## src/rtl/edac_scrubber_pkg.sv

```systemverilog
// Shared definitions for the EDAC RAM scrubber: state encoding, default
// geometry and the CPU-visible register map for the scrub controls.
package edac_scrubber_pkg;

  // Default geometry of the triple-redundant RAM behind ECS0/ECS1.
  localparam int DEF_ADDR_W    = 19;
  localparam int DEF_NUM_BANKS = 2;
  localparam int DEF_ACC_CYC   = 3;
  localparam int DEF_CNT_W     = 8;

  // Width of the per-strobe access counter; covers ACC_CYC up to 15.
  localparam int ACC_W = 4;

  // I/O register offsets seen by the CPU decode.
  localparam logic [7:0] REG_SCRUB_CTRL     = 8'h20;  // bit0 = scrub enable
  localparam logic [7:0] REG_SCRUB_INTERVAL = 8'h22;  // 16-bit idle gap
  localparam logic [7:0] REG_CORR_CNT       = 8'h24;  // correction count, read
  localparam logic [7:0] REG_CORR_CNT_RC    = 8'h25;  // correction count, read-and-clear

  // Scrubber sequencing states.
  typedef enum logic [2:0] {
    ST_IDLE  = 3'd0,
    ST_WAIT  = 3'd1,
    ST_REQ   = 3'd2,
    ST_READ  = 3'd3,
    ST_VOTE  = 3'd4,
    ST_WRITE = 3'd5,
    ST_NEXT  = 3'd6
  } scrub_state_t;

  // Register selected by a CPU I/O offset.
  typedef enum logic [2:0] {
    SEL_NONE     = 3'd0,
    SEL_CTRL     = 3'd1,
    SEL_INTERVAL = 3'd2,
    SEL_CNT      = 3'd3,
    SEL_CNT_RC   = 3'd4
  } scrub_reg_sel_t;

  // Decode an I/O offset into the scrubber register it addresses.
  function automatic scrub_reg_sel_t scrub_reg_sel(input logic [7:0] offset);
    scrub_reg_sel_t sel;
    sel = SEL_NONE;
    if (offset == REG_SCRUB_CTRL)          sel = SEL_CTRL;
    else if (offset == REG_SCRUB_INTERVAL) sel = SEL_INTERVAL;
    else if (offset == REG_CORR_CNT)       sel = SEL_CNT;
    else if (offset == REG_CORR_CNT_RC)    sel = SEL_CNT_RC;
    return sel;
  endfunction

  // States in which the scrubber wants the RAM port.
  function automatic logic state_owns_port(input scrub_state_t s);
    return (s == ST_READ) || (s == ST_VOTE) || (s == ST_WRITE);
  endfunction

endpackage

```

## src/rtl/edac_scrubber_if.sv

```systemverilog
// RAM-port bundle between the scrubber and the RAM mux.
//
// Port ownership: the scrubber uses the RAM port only in a cycle where
// grant is high. grant already folds in cpu_req and scrub_en, so the mux
// selects on grant alone; mem_rd/mem_wr are never high without grant, and
// the CPU is never stalled because cpu_req drops grant in the same cycle.
interface edac_scrubber_if
  import edac_scrubber_pkg::*;
#(
  parameter int ADDR_W = DEF_ADDR_W
) ();

  logic              grant;
  logic              mem_bank;
  logic [ADDR_W-1:0] mem_adr;
  logic              mem_rd;
  logic              mem_wr;
  logic [7:0]        mem_rdata0;
  logic [7:0]        mem_rdata1;
  logic [7:0]        mem_rdata2;
  logic [7:0]        mem_wdata;

  // Scrubber side.
  modport master (
    output grant,
    output mem_bank,
    output mem_adr,
    output mem_rd,
    output mem_wr,
    output mem_wdata,
    input  mem_rdata0,
    input  mem_rdata1,
    input  mem_rdata2
  );

  // RAM mux side.
  modport slave (
    input  grant,
    input  mem_bank,
    input  mem_adr,
    input  mem_rd,
    input  mem_wr,
    input  mem_wdata,
    output mem_rdata0,
    output mem_rdata1,
    output mem_rdata2
  );

endinterface

```

## src/rtl/edac_scrubber_tmr_vote8.sv

```systemverilog
// Bitwise 2-of-3 majority over three byte copies, plus a flag that is set
// when any copy differs from the voted value. Shared with the CPU-read
// EDAC path, so it stays purely combinational.
module tmr_vote8 (
  input  logic [7:0] d0,
  input  logic [7:0] d1,
  input  logic [7:0] d2,
  output logic [7:0] vote,
  output logic       mismatch
);

  // Majority per bit, then compare every copy against it.
  always_comb begin
    vote     = (d0 & d1) | (d1 & d2) | (d0 & d2);
    mismatch = (d0 != vote) || (d1 != vote) || (d2 != vote);
  end

endmodule

```

## src/rtl/edac_scrubber.sv

```systemverilog
// Background scrubber for the triple-redundant EDAC RAM. Walks every word
// of every bank in idle bus time, votes the three copies and writes the
// voted byte back when they disagree. The CPU always wins the RAM port:
// any cpu_req while the scrubber owns the port aborts the word, and the
// word is re-read from scratch so a CPU write is never clobbered.
module edac_scrubber
  import edac_scrubber_pkg::*;
#(
  parameter int ADDR_W    = DEF_ADDR_W,
  parameter int NUM_BANKS = DEF_NUM_BANKS,
  parameter int ACC_CYC   = DEF_ACC_CYC,
  parameter int CNT_W     = DEF_CNT_W
) (
  input  logic              Xin,
  input  logic              RESETn,
  input  logic              scrub_en,
  input  logic [15:0]       interval,
  input  logic              cpu_req,
  input  logic              cnt_clr,
  output logic              corr_pulse,
  output logic [CNT_W-1:0]  corr_cnt,
  output logic              pass_done,
  output scrub_state_t      dbg_state,
  edac_scrubber_if.master   ram
);

  localparam logic [ACC_W-1:0]  ACC_LAST  = ACC_W'(ACC_CYC - 1);
  localparam logic [ADDR_W-1:0] ADR_LAST  = '1;
  localparam logic              BANK_LAST = 1'(NUM_BANKS - 1);
  localparam logic [CNT_W-1:0]  CNT_MAX   = '1;

  scrub_state_t      state;
  logic [ACC_W-1:0]  acc_cnt;
  logic [15:0]       wait_cnt;
  logic [ADDR_W-1:0] adr;
  logic              bank;
  logic [7:0]        d0_q;
  logic [7:0]        d1_q;
  logic [7:0]        d2_q;
  logic [7:0]        wdata_q;
  logic [7:0]        vote;
  logic              mismatch;
  logic              allowed;
  logic              last_word;

  // Majority of the sampled copies; evaluated while in VOTE.
  tmr_vote8 u_vote (
    .d0       (d0_q),
    .d1       (d1_q),
    .d2       (d2_q),
    .vote     (vote),
    .mismatch (mismatch)
  );

  // The port is usable only when enabled and the CPU is not asking for it
  // this very cycle; this gating is what keeps the CPU latency unchanged.
  assign allowed   = scrub_en & ~cpu_req;
  assign last_word = (adr == ADR_LAST) && (bank == BANK_LAST);

  assign ram.grant     = state_owns_port(state) & allowed;
  assign ram.mem_rd    = (state == ST_READ)  & allowed;
  assign ram.mem_wr    = (state == ST_WRITE) & allowed;
  assign ram.mem_adr   = adr;
  assign ram.mem_bank  = bank;
  assign ram.mem_wdata = wdata_q;
  assign dbg_state     = state;

  // Scrub sequencer: word timing, abort/retry, address walk and pulses.
  always_ff @(posedge Xin or negedge RESETn) begin
    if (!RESETn) begin
      state      <= ST_IDLE;
      acc_cnt    <= '0;
      wait_cnt   <= '0;
      adr        <= '0;
      bank       <= 1'b0;
      d0_q       <= '0;
      d1_q       <= '0;
      d2_q       <= '0;
      wdata_q    <= '0;
      corr_pulse <= 1'b0;
      pass_done  <= 1'b0;
    end else begin
      corr_pulse <= 1'b0;
      pass_done  <= 1'b0;
      if (!scrub_en) begin
        // Address is kept so a later enable resumes on the same word.
        state   <= ST_IDLE;
        acc_cnt <= '0;
      end else begin
        case (state)
          ST_IDLE: begin
            wait_cnt <= interval;
            state    <= ST_WAIT;
          end
          ST_WAIT: begin
            if (wait_cnt == 16'd0) state <= ST_REQ;
            else                   wait_cnt <= wait_cnt - 16'd1;
          end
          ST_REQ: begin
            if (!cpu_req) begin
              acc_cnt <= '0;
              state   <= ST_READ;
            end
          end
          ST_READ: begin
            if (cpu_req) begin
              acc_cnt <= '0;
              state   <= ST_REQ;
            end else if (acc_cnt == ACC_LAST) begin
              d0_q    <= ram.mem_rdata0;
              d1_q    <= ram.mem_rdata1;
              d2_q    <= ram.mem_rdata2;
              acc_cnt <= '0;
              state   <= ST_VOTE;
            end else begin
              acc_cnt <= acc_cnt + ACC_W'(1);
            end
          end
          ST_VOTE: begin
            if (cpu_req) begin
              acc_cnt <= '0;
              state   <= ST_REQ;
            end else if (mismatch) begin
              wdata_q <= vote;
              acc_cnt <= '0;
              state   <= ST_WRITE;
            end else begin
              pass_done <= last_word;
              state     <= ST_NEXT;
            end
          end
          ST_WRITE: begin
            if (cpu_req) begin
              // Partial writeback is harmless: the retry re-reads and re-votes.
              acc_cnt <= '0;
              state   <= ST_REQ;
            end else if (acc_cnt == ACC_LAST) begin
              corr_pulse <= 1'b1;
              pass_done  <= last_word;
              acc_cnt    <= '0;
              state      <= ST_NEXT;
            end else begin
              acc_cnt <= acc_cnt + ACC_W'(1);
            end
          end
          ST_NEXT: begin
            if (adr == ADR_LAST) begin
              adr  <= '0;
              bank <= (bank == BANK_LAST) ? 1'b0 : bank + 1'b1;
            end else begin
              adr <= adr + ADDR_W'(1);
            end
            wait_cnt <= interval;
            state    <= ST_WAIT;
          end
          default: begin
            state <= ST_IDLE;
          end
        endcase
      end
    end
  end

  // Saturating correction counter; a clear coincident with a correction
  // keeps that correction so no event is lost.
  always_ff @(posedge Xin or negedge RESETn) begin
    if (!RESETn) begin
      corr_cnt <= '0;
    end else if (cnt_clr) begin
      corr_cnt <= corr_pulse ? CNT_W'(1) : '0;
    end else if (corr_pulse && (corr_cnt != CNT_MAX)) begin
      corr_cnt <= corr_cnt + CNT_W'(1);
    end
  end

endmodule

```

## src/flat_wrapper.sv

```systemverilog
// flat-port wrapper written by rule: the top's interface ports become plain ports
module edac_scrubber_flat import edac_scrubber_pkg::*;
#(
  parameter int ADDR_W    = DEF_ADDR_W,
  parameter int NUM_BANKS = DEF_NUM_BANKS,
  parameter int ACC_CYC   = DEF_ACC_CYC,
  parameter int CNT_W     = DEF_CNT_W
)
  (Xin, RESETn, scrub_en, interval, cpu_req, cnt_clr, corr_pulse, corr_cnt, pass_done, dbg_state, ram_grant, ram_mem_bank, ram_mem_adr, ram_mem_rd, ram_mem_wr, ram_mem_wdata, ram_mem_rdata0, ram_mem_rdata1, ram_mem_rdata2);
  edac_scrubber_if #(.ADDR_W(ADDR_W)) ram_i ();
  input  logic Xin;
  input  logic RESETn;
  input  logic scrub_en;
  input  logic [15:0] interval;
  input  logic cpu_req;
  input  logic cnt_clr;
  output logic corr_pulse;
  output logic [CNT_W-1:0] corr_cnt;
  output logic pass_done;
  output scrub_state_t dbg_state;
  output wire logic [$bits(ram_i.grant)-1:0] ram_grant;
  output wire logic [$bits(ram_i.mem_bank)-1:0] ram_mem_bank;
  output wire logic [$bits(ram_i.mem_adr)-1:0] ram_mem_adr;
  output wire logic [$bits(ram_i.mem_rd)-1:0] ram_mem_rd;
  output wire logic [$bits(ram_i.mem_wr)-1:0] ram_mem_wr;
  output wire logic [$bits(ram_i.mem_wdata)-1:0] ram_mem_wdata;
  input wire logic [$bits(ram_i.mem_rdata0)-1:0] ram_mem_rdata0;
  input wire logic [$bits(ram_i.mem_rdata1)-1:0] ram_mem_rdata1;
  input wire logic [$bits(ram_i.mem_rdata2)-1:0] ram_mem_rdata2;
  assign ram_grant = ram_i.grant;
  assign ram_mem_bank = ram_i.mem_bank;
  assign ram_mem_adr = ram_i.mem_adr;
  assign ram_mem_rd = ram_i.mem_rd;
  assign ram_mem_wr = ram_i.mem_wr;
  assign ram_mem_wdata = ram_i.mem_wdata;
  assign ram_i.mem_rdata0 = ram_mem_rdata0;
  assign ram_i.mem_rdata1 = ram_mem_rdata1;
  assign ram_i.mem_rdata2 = ram_mem_rdata2;
  edac_scrubber #(.ADDR_W(ADDR_W), .NUM_BANKS(NUM_BANKS), .ACC_CYC(ACC_CYC), .CNT_W(CNT_W)) u_core (.Xin(Xin), .RESETn(RESETn), .scrub_en(scrub_en), .interval(interval), .cpu_req(cpu_req), .cnt_clr(cnt_clr), .corr_pulse(corr_pulse), .corr_cnt(corr_cnt), .pass_done(pass_done), .dbg_state(dbg_state), .ram(ram_i));
endmodule
```

## config.mk

```make
export PLATFORM = sky130hd
export DESIGN_NAME = edac_scrubber_flat
export DESIGN_NICKNAME = d
export VERILOG_FILES = /design/src/rtl/edac_scrubber_pkg.sv /design/src/rtl/edac_scrubber_if.sv /design/src/rtl/edac_scrubber_tmr_vote8.sv /design/src/rtl/edac_scrubber.sv /design/src/flat_wrapper.sv
export SDC_FILE = /design/constraint.sdc
export NUM_CORES = 1
export LEC_CHECK = 0
export CAP_MARGIN = 5
export CORE_ASPECT_RATIO = 0.6
export CORE_MARGIN = 2
export CORE_UTILIZATION = 50
export DETAILED_ROUTE_END_ITERATION = 6
export GPL_ROUTABILITY_DRIVEN = 1
export PLACE_DENSITY = 0.83
export SETUP_SLACK_MARGIN = 0.02
export SLEW_MARGIN = 20
export SYNTH_ARGS = -nofsm -noshare
export SYNTH_HDL_FRONTEND = slang
export SYNTH_HIERARCHICAL = 1
export SYNTH_SLANG_ARGS = --single-unit
```

## constraint.sdc

```tcl
create_clock -name Xin -period 3 [get_ports Xin]
set_input_delay 0.3 -clock Xin [delete_from_list [all_inputs] [get_ports Xin]]
set_output_delay 0.3 -clock Xin [all_outputs]
set_load 0.1 [all_outputs]
```

### After elaboration in Yosys (flattened, before gate mapping)

Index checks and enable logic that the tools add are counted.

* bits in registers: 85
* input bits: 45
* word-level logic and storage cells: 99
* output and inout bits: 44

* bitwise operators: 10
* muxes and demuxes: 34
* add/subtract/negate cells: 5
* equality and inequality tests: 19
* reduce and logical (&&, ||, !) cells: 19

Operator list (count)
* $pmux W16 S2: 1
* $and A8 B8 Y8: 3
* $mux W3: 8
* $mux W4: 6
* $ne A8 B8 Y1: 3
* $add A19 B1 Y19 const B: 1
* $eq A19 B19 Y1 const B: 1
* $mux W19: 1
* $pmux W3 S6: 1
* $logic_not A16 Y1: 1
* $mux W16: 1
* $mux W8: 2
* $or A8 B8 Y8: 2
* $sub A16 B1 Y16 const B: 1
* $pmux W4 S3: 1
* $reduce_and A4 Y1: 3
* $mux W1: 11
* $eq A3 B3 Y1 const B: 3
* $reduce_and A3 Y1: 3
* $add A8 B1 Y8 const B: 1
* $ne A4 B4 Y1 const B: 2
* $ne A8 B8 Y1 const B: 1
* $eq A3 B2 Y1 const B: 2
* $add A4 B1 Y4 const B: 1
* 18 further kinds: 27

### Logic depth before layout (Yosys ltp)

* depth in word-level cells: 10
* gate-level depth with buffers: 9
* depth with buffers taken out: 9

### Cells and area by module

The synthesis kept the hierarchy.

Modules (own cells, without submodules)
* edac_scrubber: area each 4264.1 um2, cells an instance 394, instances 1
* tmr_vote8: area each 260.2 um2, cells an instance 37, instances 1

### Worst setup path before layout

No wires, ideal clock.

* kind: register -> output
* start point: register u_core.state[2], in the netlist u_core/dbg_state[2]
* end point: output port ram_grant
* slack: -66 ps
* arrival: 2766 ps
* cell stages (with the launch flop): 5
* cells stage by stage: dfrtp_1 -> buf_4 -> nor2b_1 -> a21oi_1 -> nor2_1

* word-level cells in the longest chain between the ends: 4

RTL lines
* from (decl): line edac_scrubber.sv:32 `scrub_state_t state;`
* from (signal assigned): line edac_scrubber.sv:71 `state <= ST_IDLE;`
* from (signal assigned): line edac_scrubber.sv:87 `state <= ST_IDLE;`
* from (signal assigned): line edac_scrubber.sv:93 `state <= ST_WAIT;`
* $eq A3 B2 Y1 / $eq A3 B3 Y1 (equally long branches): line edac_scrubber_pkg.sv:53 `return (s == ST_READ) || (s == ST_VOTE) || (s == ST_WRITE);`
* $logic_or A1 B1 Y1: line edac_scrubber_pkg.sv:53
* $logic_or A1 B1 Y1 *: line edac_scrubber_pkg.sv:53
* $and A1 B1 Y1 *: line edac_scrubber.sv:60 `assign ram.grant = state_owns_port(state) & allowed;`
* to (decl): line flat_wrapper.sv:21 `output wire logic [$bits(ram_i.grant)-1:0] ram_grant;`

Every way passes the cells marked *; elsewhere a longest branch is shown, timed or not.

### Worst setup path after layout

* start point: register u_core.d0_q[4]
* end point: register u_core.acc_cnt[3]

* word-level cells in the longest chain between the ends: 8

RTL lines
* from (decl): line edac_scrubber.sv:37 `logic [7:0] d0_q;`
* from (signal assigned): line edac_scrubber.sv:110 `d0_q <= ram.mem_rdata0;`
* $and A8 B8 Y8: line edac_scrubber_tmr_vote8.sv:14 `vote = (d0 & d1) | (d1 & d2) | (d0 & d2);`
* $or A8 B8 Y8 (2 in series): line edac_scrubber_tmr_vote8.sv:14
* $ne A8 B8 Y1: line edac_scrubber_tmr_vote8.sv:15 `mismatch = (d0 != vote) || (d1 != vote) || (d2 != vote);`
* $logic_or A1 B1 Y1: line edac_scrubber_tmr_vote8.sv:15
* $logic_or A1 B1 Y1 *: line edac_scrubber_tmr_vote8.sv:15
* via u_core.mismatch: line edac_scrubber.sv:42 `logic mismatch;`
* $ne A4 B3 Y1 (no line) *
* $reduce_and A3 Y1 (no line) *
* to (signal assigned): line edac_scrubber.sv:116 `acc_cnt <= acc_cnt + ACC_W'(1);`
* to (signal assigned): line edac_scrubber.sv:143 `acc_cnt <= acc_cnt + ACC_W'(1);`
* to (decl): line edac_scrubber.sv:33 `logic [ACC_W-1:0] acc_cnt;`

Mark *: on every way through the listed nets, which the timed path passes. The rest lies on a longest branch.
A chain may end at the register's enable or synchronous reset.

==> flow_metrics.env <==
export IMPL_status="finished clean"
export IMPL_postCtsHoldBufs=0
export IMPL_final_common_cell="dfrtp_1"
export IMPL_grt_pass1_vias=3607
export IMPL_pwr_share_clk=0.323
export IMPL_ys_flop_type="dfrtp_1"
export IMPL_port_buffers=88
export IMPL_clock_skew_ns=0.00627
export IMPL_wl_per_cell_um=16.7
export IMPL_yosysSeqAreaShare=0.470
export IMPL_cts_resized_gates=0
export IMPL_dr_total_vias=3679
export IMPL_die_area_sq_um=9850
export IMPL_hold_viol_final=0
export IMPL_via_per_inst=5.81
export IMPL_path_cells="xor2_1, nor4_1, o21ai_1, or4_1, nor3_1, a2bb2oi_1, a21o_1, nand2_1, a21oi_1"
export IMPL_rr_startpoint="u_core/d0_q[4]"
export IMPL_core_area_sq_um=8650
export IMPL_htreeDepth=3
export IMPL_power_frac_seq=0.428
export IMPL_tightest_slew_ns=0.755
export IMPL_syn_area_per_cell_sq_um=10.5
export IMPL_grt_ovfl_total=0
export IMPL_drc=0
export IMPL_grt_pass1_wl_um=17700
export IMPL_cpPeakStageDelay_ns=0.52
export IMPL_p_comb_frac=0.248
export IMPL_crit_fanout=6
export IMPL_synth_cell_types=62
export IMPL_ys_ff_latch=85
export IMPL_num_io_pins=89
export IMPL_grt_start_max_net_pins=86
export IMPL_die_h_um=77.7
export IMPL_path_class="register to register"
export IMPL_final_nets=567
export IMPL_async_flop_share=1.00
export IMPL_synth_edf_count=0
export IMPL_drt_wl_total_um=10600
export IMPL_rsz0062_at_grt="false"
export IMPL_dr_pass1_iters=6
export IMPL_final_cell_mix="85 x dfrtp_1, 49 x buf_4, 44 x nor2_1"
export IMPL_fin_cells=633
export IMPL_grt_usage=0.226
export IMPL_internal_power_w=0.00227
export IMPL_fin_util=0.654
export IMPL_dp_hpwl_um=7350
export IMPL_max_freq_mhz=381
export IMPL_cp_required_ns=3.27
export IMPL_ant_nets=0
export IMPL_max_clock_path_buffers=2
export IMPL_diodes=0
export IMPL_cts_tree="done"
export IMPL_setup_slack_ns=0.376
export IMPL_hold_path_class="input port to async pin"
export IMPL_drv_slew=0
export IMPL_power_switching_w=0.00114
export IMPL_p_leak_nw=2.63
export IMPL_gp_congestion=0.850
export IMPL_met1_usage=0.328
export IMPL_place_ws_ns=0.467
export IMPL_path_clk_slew_ns=0.06
export IMPL_drt_iter0_drc=239
export IMPL_worst_r2r_setup_slack_ns=0.38
export IMPL_die_x_um=127
export IMPL_drive_gt1_frac=0.213
export IMPL_end_kind="register"
export IMPL_slowest_stage="or4_1"
export IMPL_use_met2=0.332
export IMPL_arrival_ns=2.89
export IMPL_row_count=26
export IMPL_setup_tns_ns=0
export IMPL_cap_violations=0
export IMPL_peakVddDrop_uv=371
export IMPL_cts_buffers=9
export IMPL_busiest_layer="met2"
export IMPL_start_util=0.523
export IMPL_clock_root_buffer="clkbuf_16"
export IMPL_powerDensity_nw_per_um2=603
export IMPL_syn_cell_area_sq_um=4520
export IMPL_reg2regPathDepth=9
export IMPL_timing_slew_headroom=0.497
export IMPL_ys_warn_count=6
export IMPL_syn_to_final_growth_pct=25.0
export IMPL_antenna_found_initial=0
export IMPL_clock_latency_ns=0.34
export IMPL_dp_cells=617
export IMPL_worstReg2RegEnd="u_core/acc_cnt[3]"
export IMPL_numClockSinks=85
export IMPL_cts_setup_buffers=0
export IMPL_fin_crit_sh=0.875
export IMPL_period_minus_slack_ns=2.62
export IMPL_swShare=0.334
export IMPL_met3_usage=0.0648
export IMPL_setup_violations=0
export IMPL_worstSetupStartpointType="register"
export IMPL_syn_num_nets=482
export IMPL_netlist_instances=431
cell type report:
class	instances	area, sq um
Timing Repair Buffer	93	810
Tap cell	112	140
Fill cell	693	3000
Multi-Input combinational cell	322	2270
Inverter	5	18.8
Sequential cell	85	2130
Clock inverter	4	47.5
Clock buffer	12	246
power by group through the flow:
stage,logic (W),registers [W],clock network [W]
floorplan,0.000610,0.00148,0
global placement,0.000808,0.00147,0
detailed placement,0.000837,0.00148,0
CTS,0.000843,0.00146,0.00113
global route,0.000940,0.00149,0.00118
finish,0.000846,0.00146,0.00110
worst max path at each step:
stage,cells after the start,to,startpoint,slack [ns]
3_5_place_dp,9,u_core/acc_cnt[3],u_core/d0_q[4],0.47
5_1_grt,9,u_core/acc_cnt[3],u_core/d0_q[6],0.26
3_3_place_gp,7,u_core/ram.mem_wdata[7],u_core/d0_q[4],0.59
2_1_floorplan,3,ram_mem_rd,u_core/dbg_state[0],-0.06
4_1_cts,7,u_core/ram.mem_wdata[2],u_core/d0_q[4],0.45
6_report,9,u_core/acc_cnt[3],u_core/d0_q[4],0.38
critical path, delay by kind of cell (launching register included):
| kind | cells | cell delay (ns) |
|---|---|---|
| AO/OA/AOI/OAI | 4 | 0.84 |
| XOR/XNOR | 1 | 0.18 |
| flip-flops | 1 | 0.43 |
| AND/OR/NAND/NOR | 4 | 1.10 |
stage by stage:
stage | hold WS, ns | cell area [sq um] | total power, W
after floorplan | 0.00441 | 4530 | 0.00209
after global placement | 0.482 | 5360 | 0.00227
after detailed placement | 0.495 | 5360 | 0.00231
after CTS | 0.195 | 5650 | 0.00342
after global routing | 0.0806 | 5660 | 0.00360
final | 0.0267 | 5660 | 0.00341
logic make-up after synthesis:
kind of cell	Yosys count	share of synthesized area
buf+inv	24	0.0296
compound gates	78	0.118
flops	85	0.470
fa+ha+maj	13	0.0321
simple gates	171	0.214
xor+xnor	27	0.0539
mux	33	0.0819
cells in the mapped netlist, drive strengths merged (7+ instances only):
| cell type | number | area share |
|---|---|---|
| nand4 | 8 | 0.011 |
| nor2 | 45 | 0.037 |
| o21ai | 9 | 0.010 |
| nand2 | 23 | 0.020 |
| xnor2 | 9 | 0.017 |
| dfrtp | 85 | 0.47 |
| a21oi | 25 | 0.028 |
| nor4 | 10 | 0.019 |
| nand3 | 23 | 0.025 |
| mux2 | 32 | 0.080 |
| o211ai | 8 | 0.013 |
| maj3 | 7 | 0.015 |
| buf | 13 | 0.020 |
| and3 | 10 | 0.014 |
| nor3 | 12 | 0.018 |
| o22a | 7 | 0.014 |
| xor2 | 18 | 0.037 |
| a31oi | 9 | 0.012 |
state kept, by name, indices dropped and copies added, names as in the netlist:
| register | cells |
|---|---|
| u_core/d1_q | 8 |
| u_core/d2_q | 8 |
| u_core/acc_cnt | 4 |
| u_core/corr_pulse | 1 |
| u_core/pass_done | 1 |
| u_core/dbg_state | 3 |
| u_core/ram.mem_adr | 19 |
| u_core/ram.mem_bank | 1 |
| u_core/corr_cnt | 8 |
| u_core/d0_q | 8 |
| u_core/wait_cnt | 16 |
| u_core/ram.mem_wdata | 8 |
per-layer routing:
metal | vias to the layer above | part of all wire
met2 | 125 | 0.43
met3 | 13 | 0.067
met1 | 1783 | 0.49
met5 | - | 0
li1 | 1758 | -
met4 | 0 | 0.012
Note: power is estimated with default switching activity, not from simulation.
